===== config.mk =====
export PLATFORM = sky130hd
export DESIGN_NAME = instruction_fetch
export DESIGN_NICKNAME = d
export VERILOG_FILES = /design/src/rtl/instruction_fetch.sv
export SDC_FILE = /design/constraint.sdc
export NUM_CORES = 1
export LEC_CHECK = 0
export ABC_AREA = 0
export CORE_ASPECT_RATIO = 1.4
export CORE_UTILIZATION = 49
export CTS_CLUSTER_DIAMETER = 100
export CTS_CLUSTER_SIZE = 10
export DETAILED_ROUTE_END_ITERATION = 12
export PLACE_DENSITY_LB_ADDON = 0.05
export SYNTH_ARGS = -nofsm -noshare
export SYNTH_HDL_FRONTEND = slang
export SYNTH_SLANG_ARGS = --single-unit

===== constraint.sdc =====
create_clock -name clk -period 2 [get_ports clk]
set_input_delay 0.4 -clock clk [delete_from_list [all_inputs] [get_ports clk]]
set_output_delay 0.4 -clock clk [all_outputs]
set_load 0.005 [all_outputs]

===== src/rtl/instruction_fetch.sv =====
// instruction_fetch: byte-serial fetch front end for the 8-bit core.
// Presents the PC to a combinational program memory and reads one byte per cycle.
// Assembles 1- and 2-byte instructions and queues them for the decoder.
// The queue drains over a valid/ready handshake, and a branch redirect flushes all in-flight state.
// Optional feature macro: FETCH_HALT_DETECT_EN stops fetching after a pushed BRA that targets itself.
module instruction_fetch #(
    parameter int QUEUE_DEPTH = 2
) (
    input  logic       clk,
    input  logic       reset,
    output logic [7:0] address_bus,
    input  logic [7:0] data_bus,
    output logic       instr_valid,
    input  logic       instr_ready,
    output logic [7:0] instr_opcode,
    output logic [7:0] instr_operand,
    output logic       instr_len,
    output logic [7:0] instr_pc,
    input  logic       redirect,
    input  logic [7:0] redirect_addr,
    output logic       halted
);

    localparam int PW = (QUEUE_DEPTH > 1) ? $clog2(QUEUE_DEPTH) : 1;
    localparam logic [PW:0] DEPTH_C = (PW+1)'(QUEUE_DEPTH);

    typedef enum logic {S_OPCODE, S_OPERAND} state_t;

    state_t        r_state;
    logic [7:0]    r_pc;
    logic [7:0]    r_op_byte;
    logic [7:0]    r_op_pc;
    logic [PW-1:0] r_rd_ptr;
    logic [PW-1:0] r_wr_ptr;
    logic [PW:0]   r_count;

    logic [7:0]    r_q_opcode  [QUEUE_DEPTH];
    logic [7:0]    r_q_operand [QUEUE_DEPTH];
    logic          r_q_len     [QUEUE_DEPTH];
    logic [7:0]    r_q_pc      [QUEUE_DEPTH];

    logic          w_pop;
    logic          w_slot;
    logic          w_fetch;
    logic          w_two;
    logic          w_push;
    logic          w_halted;
    logic [7:0]    w_push_opcode;
    logic [7:0]    w_push_operand;
    logic          w_push_len;
    logic [7:0]    w_push_pc;

    // Immediate-carrying opcodes: MOV_IMM, CMP_IMM, BRA, BHI/BEQ.
    function automatic logic is_two_byte(input logic [7:0] b);
        return (b[7:2] == 6'b100000) || (b[7:2] == 6'b100011) ||
               (b[7:3] == 5'b10101)  || (b[7:3] == 5'b10110);
    endfunction

    assign address_bus   = r_pc;
    assign instr_valid   = (r_count != '0);
    assign instr_opcode  = r_q_opcode[r_rd_ptr];
    assign instr_operand = r_q_operand[r_rd_ptr];
    assign instr_len     = r_q_len[r_rd_ptr];
    assign instr_pc      = r_q_pc[r_rd_ptr];
    assign halted        = w_halted;

    // A popping head frees a slot in the same cycle, so a full queue can still stream.
    assign w_pop   = instr_valid & instr_ready;
    assign w_slot  = (r_count < DEPTH_C) | w_pop;
    assign w_fetch = w_slot & ~w_halted;
    assign w_two   = is_two_byte(data_bus);

    // Entry being completed this cycle: either a lone opcode or the latched opcode plus this operand.
    always_comb begin
        w_push_opcode  = data_bus;
        w_push_operand = 8'h00;
        w_push_len     = 1'b0;
        w_push_pc      = r_pc;
        w_push         = 1'b0;
        if (r_state == S_OPERAND) begin
            w_push_opcode  = r_op_byte;
            w_push_operand = data_bus;
            w_push_len     = 1'b1;
            w_push_pc      = r_op_pc;
            w_push         = w_fetch & ~redirect;
        end else begin
            w_push         = w_fetch & ~redirect & ~w_two;
        end
    end

    // Fetch FSM, PC and instruction queue; redirect discards everything in flight.
    always_ff @(posedge clk) begin
        if (!reset) begin
            r_state   <= S_OPCODE;
            r_pc      <= 8'h00;
            r_op_byte <= 8'h00;
            r_op_pc   <= 8'h00;
            r_rd_ptr  <= '0;
            r_wr_ptr  <= '0;
            r_count   <= '0;
            for (int i = 0; i < QUEUE_DEPTH; i++) begin
                r_q_opcode[i]  <= 8'h00;
                r_q_operand[i] <= 8'h00;
                r_q_len[i]     <= 1'b0;
                r_q_pc[i]      <= 8'h00;
            end
        end else if (redirect) begin
            r_state  <= S_OPCODE;
            r_pc     <= redirect_addr;
            r_rd_ptr <= '0;
            r_wr_ptr <= '0;
            r_count  <= '0;
        end else begin
            if (w_pop)
                r_rd_ptr <= r_rd_ptr + 1'b1;
            if (w_push) begin
                r_q_opcode[r_wr_ptr]  <= w_push_opcode;
                r_q_operand[r_wr_ptr] <= w_push_operand;
                r_q_len[r_wr_ptr]     <= w_push_len;
                r_q_pc[r_wr_ptr]      <= w_push_pc;
                r_wr_ptr              <= r_wr_ptr + 1'b1;
            end
            if (w_push && !w_pop)
                r_count <= r_count + 1'b1;
            else if (!w_push && w_pop)
                r_count <= r_count - 1'b1;
            if (w_fetch) begin
                r_pc <= r_pc + 8'd1;
                if (r_state == S_OPCODE) begin
                    r_op_byte <= data_bus;
                    r_op_pc   <= r_pc;
                    if (w_two)
                        r_state <= S_OPERAND;
                end else begin
                    r_state <= S_OPCODE;
                end
            end
        end
    end

`ifdef FETCH_HALT_DETECT_EN
    logic r_halted;

    // Latch halt when a BRA whose target is its own address enters the queue.
    always_ff @(posedge clk) begin
        if (!reset)
            r_halted <= 1'b0;
        else if (redirect)
            r_halted <= 1'b0;
        else if (w_push && (w_push_opcode == 8'hA8) && (w_push_operand == w_push_pc))
            r_halted <= 1'b1;
    end

    assign w_halted = r_halted;
`else
    assign w_halted = 1'b0;
`endif

endmodule


## Word-level counts from Yosys, hierarchy flattened

Memories as Yosys holds them, arrays and structs flattened. A register that Yosys moved wholly into a read port is not among the register bits.
Cells that the tools add are included.

- Register bits after elaboration: 29
- Bits in writable memories: 50
- Output and inout port bits: 35
- Memories: 4

Memory list:

| name | depth | width | read ports | clocked after memory_dff | wr ports | RTL line | RTL |
|---|---|---|---|---|---|---|---|
| r_q_opcode | 2 | 8 | 1 | 1 | 2 | 37 | `logic [7:0] r_q_opcode [QUEUE_DEPTH];` |
| r_q_operand | 2 | 8 | 1 | 1 | 2 | 38 | `logic [7:0] r_q_operand [QUEUE_DEPTH];` |
| r_q_pc | 2 | 8 | 1 | 1 | 2 | 40 | `logic [7:0] r_q_pc [QUEUE_DEPTH];` |
| r_q_len | 2 | 1 | 1 | 1 | 2 | 39 | `logic r_q_len [QUEUE_DEPTH];` |

- Add/sub/neg operators: 5
- Magnitude comparators: 1
- Eq/ne operators: 4
- Multiplexer cells: 36
- Bitwise logic cells: 7
- Reduce and logical (&&, ||, !) cells: 16

Operators with widths:

| cell | count |
|---|---|
| 2-to-1 mux 8 bit | 8 |
| 2-to-1 mux 1 bit | 26 |
| OR reduction 8 bit | 3 |
| equality test 6 bit, second input constant | 2 |
| equality test 5 bit, second input constant | 2 |
| adder 8 x 1 -> 8 bit, second input constant | 1 |
| nonzero test 2 bit | 3 |
| 2-to-1 mux 2 bit | 2 |
| bitwise AND 1 bit | 3 |
| logical OR 1 bit | 3 |
| inverter 1 bit | 3 |
| adder 1 bit, second input constant | 2 |
| adder 2 x 1 -> 2 bit, second input constant | 1 |
| logical AND 1 bit | 2 |
| logical NOT 1 bit | 2 |
| < comparator 2 bit, second input constant | 1 |
| AND reduction 2 bit | 1 |
| OR reduction 2 bit | 1 |
| subtractor 2 x 1 -> 2 bit, second input constant | 1 |
| OR 1 bit | 1 |
| OR reduction 1 bit | 1 |

## Logic depth before layout (Yosys ltp)

- Depth in word-level cells: 13
- Gate-level depth with buffers: 8
- Gate-level depth less buffers: 7

## Worst setup path after synthesis

Ideal clock, no wire load.

- Kind: input to register
- Start point: in data_bus[5]
- End point: mem r_q_opcode[0][0] (enable)
- Arrival time: 1.726 ns
- Setup slack: -0.111 ns
- Stages: 4
- Path buffers: 0
- Cells stage by stage: nor2_2 mux2i_1 a2111oi_2 nand2b_1

RTL lines:

| what | RTL line | RTL |
|---|---|---|
| start: declaration | 12 | `input logic [7:0] data_bus,` |
| end: declaration | 37 |  |

==> results by stage <==
Critical path:
- The worst-case register-to-register setup slack is 280 ps.
- The largest incremental delay on the critical path is roughly 370 ps.
- The critical setup path kind is reg -> out.
- The reg-to-reg startpoint is r_state.
- Along the worst path, the maximum fanout reaches 5.
- The worst setup path endpoint is instr_operand[4].
- Together, buffers and inverters on the worst path number 3.
- The nature of the critical path endpoint is a primary output.
- Walking the worst path, the cells encountered are buf_12, buf_4, mux2_2, dlygate4sd2_1.
- Data arrives at the worst endpoint at 1560 ps.
- The count of cells along the worst register-to-register path is 7.
- The required time at the endpoint of the critical path is 1600 ps.
- STA classifies the critical path startpoint as a flip-flop.
- The largest individual stage delay along the critical path comes from the cell dfxtp_4.
- The endpoint of the worst-slack reg-to-reg timing path is r_q_pc[1][1].
- In this run the number of cells on the critical path is 4.
- Grouping stages by cell kind, the critical path spends the most delay in buffers and inverters.

Clock tree:
- The H-tree depth is 3.
- Counting along the longest clock path gives a buffer depth of 2.
- At the later pin of the worst-skew pair, clock insertion delay measures 350 ps.
- The clock tree from TritonCTS is built.
- For this design, the sink count on the clock tree is 80.
- The clock transition at the registers of the reported paths is ~80 ps.
- In this run the clock root is driven by a clkbuf_8.
- The number of buffers added by the clock tree synthesis step is 9.

Placement:
- Once placement finished, the instance area stood at 4500 um^2.
- The cell count after placement is 482.
- The HPWL after detailed placement is 5070 um.
- Buffers placed on the I/O ports in this run total 53.
- The final weighted congestion in routability-driven placement is 0.763.

Pwr:
- The power density relative to cell area is 765 nW/um^2.
- The peak supply drop is between 0.4 and 0.5 mV.
- The analysis attributes to cell leakage a power of 1.98 nW.

Routing:
- After detailed routing, the total wire length is 7620 um.
- The routed layout has between 2000 and 3000 vias.
- The remaining design rule violation count is 0.
- In the final routed layout, each cell accounts on average for about 15 um.
- The vias per cell is 5.17.
- The remaining antenna violation count is 0.
- The pre-antenna-repair detailed-routing pass consisted of 4 iterations.
- The detailed router's first-iteration violation count is 58.

Synthesis:
- The portion of synthesized cell area occupied by the leading cell type is 39.4%.
- After synthesis, the cell types taking the most area are edfxtp_1, dfxtp_1, mux2_2.
- The synthesized design contains 48 enable-type register cells.
- In this run the cell area of the synthesized design comes to 3660 um^2.
- Sequential cells were found to cover between 50% and 60% of the synthesized design area.
- The Yosys step of the flow raised 0 warnings.
- After synthesis, the share of flip-flops with an asynchronous set or reset is 0%.
- Counting flops and latches in the post-synthesis netlist gives 80.
- Among all flip-flop cells after synthesis, the most frequent one is edfxtp_1.
- The number of nets in the synthesized netlist is between 300 and 400.
- A synthesized cell averages 11.4 um^2.
- Synthesis instantiated 45 different standard cells from the library.
- The gate count after technology mapping is ~320.
- The post-synthesis cell type with the largest combined area is edfxtp_1.

Timing:
- Of the available clock period, the critical path in the final layout requires 98.2%.
- The highest achievable clock rate is 509 MHz.
- Across the routed clock network, the largest skew measured is 5.21 ps.
- The number of pins with negative max-slew slack in the final report is 0.
- Setup violations remaining at the end of the flow were counted as 0.
- Setup repair after global routing could not meet its margin everywhere.
- The hold violation total from the final report is 0.
- The worst hold slack is around 450 ps.
- For the finished layout, the period the worst path requires is 1960 ps.

GRT:
- The overall fraction of global-route tracks in use is 21.5%.
- The first global-routing pass estimated around 12000 um of wire.
- The initial antenna violation count is 0.
- The remaining global-route overflow is 0.
- Entering global routing, the biggest net connects 32 pins.
- The via count of the first global-routing pass is 2551.

Flow run:
- The number of max-capacitance violations reported is 0.

Finish:
- Cells with a size suffix above 1 make up 23.5% of the layout.
- With fillers left out, the area of the finished cells amounts to between 4000 and 5000 um^2.
- The finished layout holds 504 standard cells, fillers aside.
- The repair_antennas step left the layout with diodes totalling 0.
- At the end of the flow the core is filled with cells to 67.8%.
- The count of filler cells inserted in the layout is 568.
- At the end of the flow, the number of nets in the layout was 426.
- Registers take 2090 um^2.
- In the final layout, the multi-input gates occupy 1490 um^2.
- The area growth from synthesis to layout is 30.9%.

Hold path:
- The class of the tightest hold or removal check is reg -> reg.

Die:
- The die is 104 um tall.
- The die is ~75 um wide.
- The initialized floorplan defines 36 standard-cell rows.
- Once the floorplan was initialized, standard cells occupied between 50% and 60% of the core.
- The floorplan step defined a core boundary enclosing between 7000 and 8000 um^2.
- Pin placement for this block handled 55 I/O pins.
- The die covers 7830 um^2.

Run status:
- The run finished with clean final reports.
-- Yosys cell counts (2+ instances only) --
| cell | n |
|---|---|
| buf_4 | 2 |
| nor3_1 | 4 |
| dfxtp_1 | 32 |
| nand2_1 | 41 |
| and3_1 | 13 |
| o21ai_0 | 7 |
| nand3_1 | 4 |
| and2_1 | 3 |
| xnor2_1 | 3 |
| xor2_1 | 7 |
| a21boi_0 | 7 |
| o211a_1 | 3 |
| mux2i_1 | 19 |
| nor2b_1 | 3 |
| edfxtp_1 | 48 |
| nor2_1 | 36 |
| nand2b_1 | 4 |
| nand4_1 | 2 |
| nor2_2 | 2 |
| inv_1 | 3 |
| ha_1 | 2 |
| mux2_2 | 25 |
| a21oi_1 | 6 |
| a21boi_1 | 10 |
| clkbuf_1 | 7 |
| buf_2 | 9 |
-- timing repair --
action                     4_1_cts  5_1_grt
setup endpoints to repair       26       60
gates cloned                     1        0
buffers inserted                 0        5
hold buffers                     0        0
resized for setup               29       17
pin swaps                        0        4
-- through the flow --
step / setup TNS [ps] / worst slack [ps] / total power, mW
2_1_floorplan: 0 / 145 / 2.18
4_1_cts: -163 / -163 / 3.68
3_5_place_dp: -26890 / -437 / 2.47
5_1_grt: -34.4 / -12.5 / 3.81
3_3_place_gp: -24870 / -354 / 2.46
6_report: 0 / 36.6 / 3.67
-- registers in the layout, summed over array words and instances, names as in the netlist, 2 cells and up, named ones only --
name / flops
r_op_pc: 8
r_q_opcode: 16
address_bus: 8
r_op_byte: 8
r_q_pc: 16
r_q_len: 2
r_q_operand: 16
r_count: 2
-- layout by cell type, fill, tap and decap left out, types with 4 or more instances in the layout --
master | synthesis | final
edfxtp_1 | 48 | 48
nand2_1 | 41 | 40
nor2_1 | 36 | 35
buf_4 | 2 | 32
dfxtp_1 | 32 | 31
mux2_2 | 25 | 25
clkdlybuf4s50_1 | 0 | 23
dlygate4sd2_1 | 0 | 19
mux2i_1 | 19 | 18
and3_1 | 13 | 13
a21boi_1 | 10 | 10
clkbuf_8 | 0 | 9
xor2_1 | 7 | 7
o21ai_0 | 7 | 7
a21oi_1 | 6 | 6
a21boi_0 | 7 | 6
dlymetal6s2s_1 | 0 | 6
clkdlybuf4s15_1 | 0 | 5
nor3_1 | 4 | 4
nand3_1 | 4 | 4
-- worst reg2reg max path, cell delays in order (launching register included) --
cell,delay [ps]
dfxtp_1,340
nor3b_4,220
buf_4,130
buf_4,90
o21ai_2,70
o2111ai_2,260
buf_4,270
nor2_1,80
-- metal layers --
| metal | wire length [um] | vias to the layer above | track usage, % |
|---|---|---|---|
| li1 | - | 1297 | - |
| met1 | 3160 | 1251 | 26.0 |
| met3 | 234 | 10 | 3.88 |
| met5 | 0 | - | 0 |
| met4 | 138 | 0 | 8.36 |
| met2 | 4090 | 50 | 36.9 |
-- where the power goes --
group          switching [mW]  total [mW]  internal [mW]
logic                   0.234       0.512          0.278
registers              0.0522        1.90           1.85
clock network           0.563        1.25          0.691
total                   0.849        3.67           2.82
-- final cells by class --
type / count / area share (%)
Timing Repair Buffer: 91 / 18.2
Clock inverter: 7 / 1.80
Clock buffer: 9 / 2.58
Multi-Input combinational cell: 218 / 31.1
Tap cell: 95 / 2.48
Inverter: 4 / 0.313
Sequential cell: 80 / 43.5
-- cells by family after synthesis --
group	share of synthesized area [%]
AOI/OAI and AO/OA	8.30
DFF	56.9
xor gates and xnor gates	2.39
adders and majority gates	0.683
muxes	13.3
other	0.102
buffers and inverters	3.08
and+or+nand+nor	15.3
-- worst min-delay path by stage --
| stage | start | end | slack [ps] | cells past startpoint |
|---|---|---|---|---|
| after floorplan | r_op_byte[0] | r_op_byte[0] | 430 | 2 |
| after global placement | r_op_pc[6] | r_op_pc[6] | 440 | 2 |
| after detailed placement | r_op_pc[0] | r_op_pc[0] | 450 | 2 |
| after CTS | r_op_byte[0] | r_op_byte[0] | 460 | 2 |
| after global routing | r_op_pc[2] | r_op_pc[2] | 480 | 2 |
| final | r_op_byte[0] | r_op_byte[0] | 450 | 2 |
Power figures use the tool's default switching activity.
